<file path="src/rtl/pwm_pkg.sv">
package pwm_pkg;

  localparam int unsigned PWM_WIDTH = 16;

  typedef enum logic [1:0] {
    ST_IDLE,
    ST_ARM,
    ST_HIGH,
    ST_LOW
  } pwm_state_e;

endpackage

</file>
<file path="src/rtl/pwm_sync.sv">
module pwm_sync #(
  parameter int unsigned STAGES = 2
) (
  input  logic clk,
  input  logic rst_n,
  input  logic d,
  output logic sync,
  output logic rise,
  output logic fall
);

  logic [STAGES-1:0] chain_q, chain_d;
  logic              hist_q, hist_d;

  always_comb begin
    chain_d = {chain_q[STAGES-2:0], d};
    hist_d  = chain_q[STAGES-1];
  end

  always_ff @(posedge clk) begin
    if (!rst_n) begin
      chain_q <= '0;
      hist_q  <= 1'b0;
    end else begin
      chain_q <= chain_d;
      hist_q  <= hist_d;
    end
  end

  assign sync = chain_q[STAGES-1];
  assign rise = sync & ~hist_q;
  assign fall = ~sync & hist_q;

endmodule

</file>
<file path="src/rtl/pwm_capture.sv">
module pwm_capture
  import pwm_pkg::*;
#(
  parameter int unsigned WIDTH       = PWM_WIDTH,
  parameter int unsigned SYNC_STAGES = 2
) (
  input  logic             i_wb_clk,
  input  logic             i_wb_rst_n,
  input  logic             i_en,
  input  logic             i_clr,
  input  logic             i_pwm_in,
  output logic [WIDTH-1:0] o_period,
  output logic [WIDTH-1:0] o_high,
  output logic             o_valid,
  output logic             o_ovf
);

  logic sync, rise, fall;

  pwm_sync #(
    .STAGES (SYNC_STAGES)
  ) u_sync (
    .clk   (i_wb_clk),
    .rst_n (i_wb_rst_n),
    .d     (i_pwm_in),
    .sync  (sync),
    .rise  (rise),
    .fall  (fall)
  );

  pwm_state_e       state_q, state_d;
  logic [WIDTH-1:0] cnt_q, cnt_d;
  logic [WIDTH-1:0] shadow_q, shadow_d;
  logic [WIDTH-1:0] period_q, period_d;
  logic [WIDTH-1:0] high_q, high_d;
  logic             valid_q, valid_d;
  logic             ovf_q, ovf_d;
  logic             ovf_set;

  always_comb begin
    state_d  = state_q;
    cnt_d    = (cnt_q == '1) ? cnt_q : cnt_q + WIDTH'(1);
    shadow_d = shadow_q;
    period_d = period_q;
    high_d   = high_q;
    valid_d  = 1'b0;
    ovf_set  = 1'b0;

    if (!i_en) begin
      state_d  = ST_IDLE;
      cnt_d    = '0;
      shadow_d = '0;
    end else begin
      case (state_q)
        ST_IDLE: begin
          state_d = ST_ARM;
          cnt_d   = '0;
        end
        ST_ARM: begin
          cnt_d = '0;
          if (rise) begin
            state_d = ST_HIGH;
            cnt_d   = WIDTH'(1);
          end
        end
        ST_HIGH: begin
          if (fall) begin
            shadow_d = cnt_q;
            state_d  = ST_LOW;
          end else if (sync && cnt_q == '1) begin
            // without a fall, sync is necessarily still high in this state
            ovf_set = 1'b1;
            state_d = ST_ARM;
          end
        end
        ST_LOW: begin
          if (rise) begin
            period_d = cnt_q;
            high_d   = shadow_q;
            valid_d  = 1'b1;
            cnt_d    = WIDTH'(1);
            state_d  = ST_HIGH;
          end else if (cnt_q == '1) begin
            ovf_set = 1'b1;
            state_d = ST_ARM;
          end
        end
        default: begin
          state_d = ST_IDLE;
          cnt_d   = '0;
        end
      endcase
    end

    if (ovf_set)    ovf_d = 1'b1;
    else if (i_clr) ovf_d = 1'b0;
    else            ovf_d = ovf_q;
  end

  always_ff @(posedge i_wb_clk) begin
    if (!i_wb_rst_n) begin
      state_q  <= ST_IDLE;
      cnt_q    <= '0;
      shadow_q <= '0;
      period_q <= '0;
      high_q   <= '0;
      valid_q  <= 1'b0;
      ovf_q    <= 1'b0;
    end else begin
      state_q  <= state_d;
      cnt_q    <= cnt_d;
      shadow_q <= shadow_d;
      period_q <= period_d;
      high_q   <= high_d;
      valid_q  <= valid_d;
      ovf_q    <= ovf_d;
    end
  end

  assign o_period = period_q;
  assign o_high   = high_q;
  assign o_valid  = valid_q;
  assign o_ovf    = ovf_q;

endmodule

</file>
<file path="config.mk">
export PLATFORM = sky130hd
export DESIGN_NAME = pwm_capture
export DESIGN_NICKNAME = d
export VERILOG_FILES = /design/src/rtl/pwm_pkg.sv /design/src/rtl/pwm_sync.sv /design/src/rtl/pwm_capture.sv
export SDC_FILE = /design/constraint.sdc
export NUM_CORES = 1
export LEC_CHECK = 0
export CAP_MARGIN = 20
export CORE_MARGIN = 2
export CORE_UTILIZATION = 55
export DETAILED_ROUTE_END_ITERATION = 7
export GPL_TIMING_DRIVEN = 0
export HOLD_SLACK_MARGIN = 0.02
export PLACE_DENSITY = 0.8
export SYNTH_ARGS = -nofsm -noshare
export SYNTH_HDL_FRONTEND = slang
export SYNTH_SLANG_ARGS = --single-unit
</file>
<file path="constraint.sdc">
create_clock -name i_wb_clk -period 3.44 [get_ports i_wb_clk]
set_input_delay 0.688 -clock i_wb_clk [delete_from_list [all_inputs] [get_ports i_wb_clk]]
set_output_delay 0.688 -clock i_wb_clk [all_outputs]
set_load 0.05 [all_outputs]
</file>
# == Word level (Yosys, flattened, before mapping) ==
# Cells that the tools add are included.
# word_totals
register_bits,71
latch_bits,0
ram_bits,0
rom_bits,0
output_inout_bits,34
word_cells,48
n_memories,0
# classes
add_sub_neg,1
multipliers,0
n_div,0
n_lt_le_gt_ge,0
eq_ne,7
shift,0
mux,19
bitwise,4
n_reduce_logical,8
# op_table
operator,count
$pmux W16 S3,1
$mux W16,2
$add A16 B1 Y16 const B,1
$eq A16 B16 Y1 const B,1
$mux W2,5
$mux W1,9
$reduce_and A3 Y1,3
$pmux W2 S4,1
$ne A3 B3 Y1 const B,2
$eq A2 B2 Y1 const B,2
$reduce_and A2 Y1,2
$and A1 B1 Y1,2
$eq A2 B1 Y1 const B,1
$logic_not A2 Y1,1
$ne A2 B2 Y1 const B,1
$not A1 Y1,2
$pmux W1 S2,1
$reduce_bool A2 Y1,1
$logic_and A1 B1 Y1,1

# == Logic depth before layout (Yosys ltp) ==
# Gate-level depths: netlist (run 1).
# depth
depth_word,7
ltp_mapped,6
depth_no_buf,5

# == Hierarchy ==
# From an unflattened synthesis (run 1), not the netlist that was laid out.
# unflattened
hier_cells,356
hier_area_um2,2936.6
# by_module_without_submodules
mod,instances,cells_each,area_each_um2
pwm_capture,1,348,2845.2
pwm_sync,1,8,91.3

# == Worst setup path after synthesis (run 1) ==
# Ideal clock, no wire load.
# synth_timing
kind,input to register
from,in i_en
to,reg cnt_q[0]
setup_ns,0.079
t_arrival_ns,1.525
path_slack_ns,1.836
path_stages,3
path_buffers,0
cell_sequence,nand2_1 or4b_2 o211ai_1
# synth_via
elab_chain_len,1
# synth_lines
item,line_no,text
from (decl),pwm_capture.sv:9,"input logic i_en,"
$reduce_and A2 Y1 (no source line),--,
to (signal assigned),pwm_capture.sv:111,cnt_q <= cnt_d;
to (decl),pwm_capture.sv:32,"logic [WIDTH-1:0] cnt_q, cnt_d;"
# No other way between the ends.
# A chain may end at the register's enable or synchronous reset.

# == Final worst setup path (run 1) ==
# layout_timing
from,"reg high_q[1], in the netlist o_high[1]"
to,out o_high[1]
# layout_lines
item,line_no,text
from (decl),pwm_capture.sv:35,"logic [WIDTH-1:0] high_q, high_d;"
from (signal assigned),pwm_capture.sv:114,high_q <= high_d;
to (decl),pwm_capture.sv:13,"output logic [WIDTH-1:0] o_high,"
# No word-level cell between the ends.

==> results of run 1 <==
## registers in the layout (all words and copies together), names as in the netlist, 2 cells and up
signal	cells
cnt_q	16
o_high	16
o_period	16
shadow_q	16
state_q	2
u_sync.chain_q	2
## cell usage in the layout, fill, tap and decap left out, types with 3 or more instances in the layout
cell type / count
buf_4: 3
o21ai_0: 11
a31oi_1: 4
nor2_1: 3
nand2_1: 101
dfxtp_1: 71
nand3_1: 7
clkbuf_1: 14
or3_1: 9
clkdlybuf4s50_1: 38
inv_1: 3
buf_2: 5
nand4_1: 4
a21boi_1: 6
clkbuf_8: 9
and3_1: 3
a21boi_0: 27
a21oi_1: 26
and2_1: 3
## kinds of logic after synthesis
family | Yosys count
buffers and inverters | 23
AO/OA/AOI/OAI | 82
multiplexers | 2
AND/OR/NAND/NOR | 148
flip-flops | 71
adder cells (fa/ha/maj) | 1
## stage by stage
| step | setup slack (ns) | hold slack, ns | power (W) | std cells |
|---|---|---|---|---|
| 2_1_floorplan | 1.84 | 0.412 | 0.000859 | 327 |
| 3_3_place_gp | 1.11 | 0.417 | 0.000869 | 435 |
| 3_5_place_dp | 1.07 | 0.426 | 0.000870 | 435 |
| 4_1_cts | 1.26 | 0.446 | 0.00156 | 451 |
| 5_1_grt | 1.21 | 0.474 | 0.00160 | 451 |
| 6_report | 1.27 | 0.441 | 0.00155 | 451 |
## final timing paths
check,endpoint,slack (ns),depth (start not counted)
worst max-delay path,o_high[1],1.27,1
worst min register to register,u_sync.chain_q[1],0.44,1
worst max register to register,cnt_q[1],1.50,6
worst min-delay path,u_sync.chain_q[1],0.44,1
## cell type report
class                   instances  area (µm²)  share of cell area (%)
well taps                      70        87.6                    2.51
multi-input cells             233        1280                    36.7
clock buffers                  12         135                    3.88
inverters                       3        11.3                   0.323
plain buffers                  20         100                    2.87
clock inverters                 4        70.1                    2.01
repair buffers                 38         380                    10.9
flip-flops and latches         71        1420                    40.8
## power groups by stage
stage	Clock, W	Combinational [W]	Sequential, W
5_1_grt	0.000745	0.0000273	0.000826
3_3_place_gp	0	0.0000243	0.000845
4_1_cts	0.000706	0.0000249	0.000826
3_5_place_dp	0	0.0000247	0.000845
6_report	0.000698	0.0000246	0.000826
2_1_floorplan	0	0.0000145	0.000844
## per-layer routing
| layer | routed length (µm) | share of wire, % | track usage, % |
|---|---|---|---|
| met3 | 199 | 3.5 | 4.76 |
| met4 | 70 | 1.2 | 8.77 |
| met2 | 2830 | 49 | 37.5 |
| met1 | 2660 | 46 | 28.2 |
| met5 | 0 | 0 | 0 |
==> qor.yml, run 1 <==
global_route:
  grtUsageTotal_pct: 22.4
  grt_pass1_wl_um: 9600
  grt_pass1_vias: 2128
  grt_max_degree: 12
  antenna_found_initial: 0
  overflow: 0
clocking:
  cts_inserted_buffers: 9
  clk_latency_ns: 0.34
  cts_sinks: 71
  cts-resized-gates: 0
  tritoncts: "built"
  cts.reportedPaths.clkPinSlew_ns: 0.07
  root_buffer: "clkbuf_8"
  htreeDepth: 3
  clockBufferDepth: 2
  cts_hold_buf: 0
  postCtsSetupBuffers: 0
synthesis:
  yosysTopAreaCellShare_pct: 50.6
  synth_xor_area_share_pct: 0
  ys_top_cells_by_count: "101 x nand2_1, 71 x dfxtp_1, 27 x a21boi_0"
  syn_inst: 327
  synthAdderAreaFrac_pct: 0.445
  yosys-mux-area-fraction_pct: 0.846
  synth_compound_area_share_pct: 18.9
  synth-main-ff-cell: "dfxtp_1"
  synth.most_common_cell: "nand2_1"
  yosysUniqueCellTypes: 40
  async_reset_ff_share_pct: 0
  synth.avg_cell_area_um2: 8.60
  synth_nets: 333
  ys_warn_count: 0
  synth_area_leader_cell: "dfxtp_1"
  ys_seq_elements: 71
  synth_area_leaders: "dfxtp_1 51%, nand2_1 13%, a21boi_0 7.2%"
  synth_edf_count: 0
  synth_top_family_by_area: "simple AND/OR/NAND/NOR gates"
  ys_seq_area_share_pct: 50.6
  synth_simple_gate_area_share_pct: 25.3
  syn_area_mm2: 0.00281
routing:
  viasPerCell: 5.29
  routed_wl_um: 5750
  routedWlPerCell_um: 12.8
  drtAntennaViolNets: 0
  drt-initial-drc-count: 153
  vias: 2387
  drc_errors: 0
  first_pass_iters: 4
setup_path:
  path_cells: "clkdlybuf4s50_1"
  worst_setup_path_start_kind: "flop"
  arrival_ns: 1.48
  startpoint: "o_high[1]"
  critPathBufInv: 1
  critPathMaxStageDelay_ns: 0.81
  reg2reg_from: "cnt_q[0]"
  critical_path_required_ns: 2.75
  endpoint_kind: "output pin"
  path_class: "reg2out"
  worstPathMaxFanout: 2
  crit_family: "buffers and inverters"
  cp_slowest_cell: "clkdlybuf4s50_1"
pwr:
  switching_share_pct: 19.7
  peakVddDrop_uv: 295
  pwr_density_cell_mw_per_mm2: 444
  p_sw_w: 0.000305
  p_comb_share_pct: 1.6
  cellLeakagePower_nw: 1.13
  power_frac_seq_pct: 53.4
  clockPowerShare_pct: 45.1
  p_int_w: 0.00124
timing:
  grt_setup_unrepaired: "false"
  maxSlewHeadroom_pct: 66.4
  drv_slew: 0
  hold_viol_final: 0
  max_freq_mhz: 461
  fin_worst_skew_ns: 0.00777
  tightest_slew_ns: 0.503
  finalCritPeriodShare_pct: 63.1
  layout_min_cycle_time_ns: 2.17
  setup_viol: 0
  setup_tns_ns: 0
finish:
  final_area_mm2: 0.00348
  diodes: 0
  layout.nets: 382
  fillCellCount: 419
  syn_to_final_growth_pct: 23.9
  utilization_pct: 69.6
  layout-drive-gt1-share_pct: 8.66
outcome:
  status: "complete, no violations"
floorplanning:
  fp.dieH_um: 75.5
  die_x_um: 75.5
  fp.coreArea_mm2: 0.00501
  io_pins: 39
  rows: 26
  die_area_mm2: 0.00570
  initial_core_util_pct: 56.1
min_path:
  hold_path_startpoint: "u_sync.chain_q[0]"
  hp-class: "reg2reg"
place:
  gp_congestion: 0.883
  dp_hpwl_um: 4160
  place_area_mm2: 0.00328
  io_buffers: 38
flow_run:
  cap_violations: 0
Note: power is estimated with default switching activity, not from simulation.
==> run 2: changes to the inputs <==
- CORE_UTILIZATION: 55 -> 48
- PLACE_DENSITY: 0.8 -> 0.74
- clock period: 3.44 -> 1.9 ns (I/O delays scaled with it)
==> qor.yml, run 2 (synthesis gave the netlist of run 1 again) <==
global_route:
  grtUsageTotal_pct: 20.3
  antenna_found_initial: 0
  overflow: 0
  grt_pass1_vias: 2183
  grt_pass1_wl_um: 10100
  grt_max_degree: 11
place:
  dp_hpwl_um: 4270
  gp_congestion: 0.837
  place_area_mm2: 0.00328
  post-place-ws_ns: -0.143
  io_buffers: 38
clocking:
  cts.reportedPaths.clkPinSlew_ns: 0.07
  cts_hold_buf: 0
  tritoncts: "built"
  clockBufferDepth: 2
  htreeDepth: 3
  cts_inserted_buffers: 9
  root_buffer: "clkbuf_8"
  clk_latency_ns: 0.34
  cts_sinks: 71
setup_path:
  path_class: "reg2out"
  r2r_slack_ns: 0.09
  worst_setup_path_start_kind: "flop"
  worstPathMaxFanout: 2
  critical_path_required_ns: 1.52
  arrival_ns: 1.49
  r2r_cells: 6
  critPathBufInv: 1
  path_cells: "clkdlybuf4s50_1"
  crit_family: "buffers and inverters"
  critPathMaxStageDelay_ns: 0.80
  reg2reg_from: "cnt_q[0]"
  endpoint_kind: "output pin"
  r2r-end: "cnt_q[1]"
  cp_slowest_cell: "clkdlybuf4s50_1"
pwr:
  peakVddDrop_uv: 603
  finalPower_w: 0.00264
  cellLeakagePower_nw: 1.27
  pwr_density_cell_mw_per_mm2: 752
routing:
  routed_wl_um: 6040
  viasPerCell: 5.32
  drc_errors: 0
  drt-initial-drc-count: 108
  first_pass_iters: 4
  routedWlPerCell_um: 13.3
  vias: 2417
  drtAntennaViolNets: 0
floorplanning:
  die_area_mm2: 0.00649
  initial_core_util_pct: 50.4
  die_x_um: 80.5
  fp.coreArea_mm2: 0.00557
  io_pins: 39
  fp.dieH_um: 80.5
  rows: 27
finish:
  syn_to_final_growth_pct: 24.7
  layout-drive-gt1-share_pct: 9.69
  mostFrequentLayoutCells: "101 x nand2_1, 69 x dfxtp_1, 30 x clkdlybuf4s50_1"
  final_area_mm2: 0.00351
  layout.nets: 384
  fillCellCount: 500
  final-seq-area_mm2: 0.00142
  multi_input_area_mm2: 0.00129
  layout_commonest_cell: "nand2_1"
  diodes: 0
timing:
  setup_viol: 0
  hold_viol_final: 0
  layout_min_cycle_time_ns: 1.87
  tightest_slew_ns: 0.514
  max_freq_mhz: 535
  setup_tns_ns: 0
  drv_slew: 0
  holdWs_ns: 0.440
  finalCritPeriodShare_pct: 98.3
  fin_ws_ns: 0.0325
  maxSlewHeadroom_pct: 65.7
  fin_worst_skew_ns: 0.00401
  grt_setup_unrepaired: "false"
min_path:
  whs_endpoint: "u_sync.chain_q[1]"
  hp-class: "reg2reg"
  holdPathStages: 1
  hold_path_startpoint: "u_sync.chain_q[0]"
outcome:
  status: "complete, no violations"
flow_run:
  cap_violations: 0
[run 2: cell types whose count changed in the layout (fill, tap and decap cells not counted), sizes merged]
cell / previous run / this run
bufinv: 2 / 0
buf: 9 / 11
dlymetal6s2s: 0 / 8
clkdlybuf4s50: 38 / 30
clkbuf: 23 / 26
clkinv: 2 / 0
[run 2: worst max path at each step]
stage | startpoint | to | slack [ns] | cells after the start
2_1_floorplan | cnt_q[0] | cnt_q[1] | 0.31 | 6
3_3_place_gp | i_en | cnt_q[0] | -0.13 | 4
3_5_place_dp | i_en | cnt_q[0] | -0.14 | 4
4_1_cts | o_period[9] | o_period[9] | 0.01 | 1
5_1_grt | o_period[11] | o_period[11] | 0.0007 | 1
6_report | o_period[4] | o_period[4] | 0.03 | 1
[run 2: what timing repair did]
| item | in CTS | in global routing |
|---|---|---|
| setup buffers | 0 | 2 |
| setup endpoints to repair | 8 | 18 |
| cloned | 0 | 0 |
| pin swaps | 1 | 1 |
| gates resized for setup | 0 | 12 |
[run 2: stage by stage]
step | std cells | util (%)
CTS | 452 | 62.0
finish | 454 | 62.9
global route | 454 | 62.9
floorplan | 327 | -
global placement | 437 | 58.9
detailed placement | 437 | 58.9
[run 2: routing by layer]
layer  track usage, %  part of all wire [%]
met1             26.6                    46
met2             31.3                    47
met3             5.06                   4.4
met5                0                     0
met4             9.66                   2.4
[run 2: power breakdown]
part | leakage (nW) | internal, W | switching [W] | total (W)
Combinational | 0.610 | 0.0000218 | 0.0000225 | 0.0000443
Sequential | 0.573 | 0.00149 | 0.00000396 | 0.00150
Clock | 0.0898 | 0.000577 | 0.000519 | 0.00110
[run 2: cell type report]
| cell class | count | share of cell area (%) |
|---|---|---|
| Buffer | 20 | 2.86 |
| Tap cell | 72 | 2.57 |
| Sequential cell | 71 | 40.6 |
| Inverter | 3 | 0.321 |
| Timing Repair Buffer | 40 | 11.8 |
| Clock buffer | 15 | 5.03 |
| Multi-Input combinational cell | 233 | 36.8 |
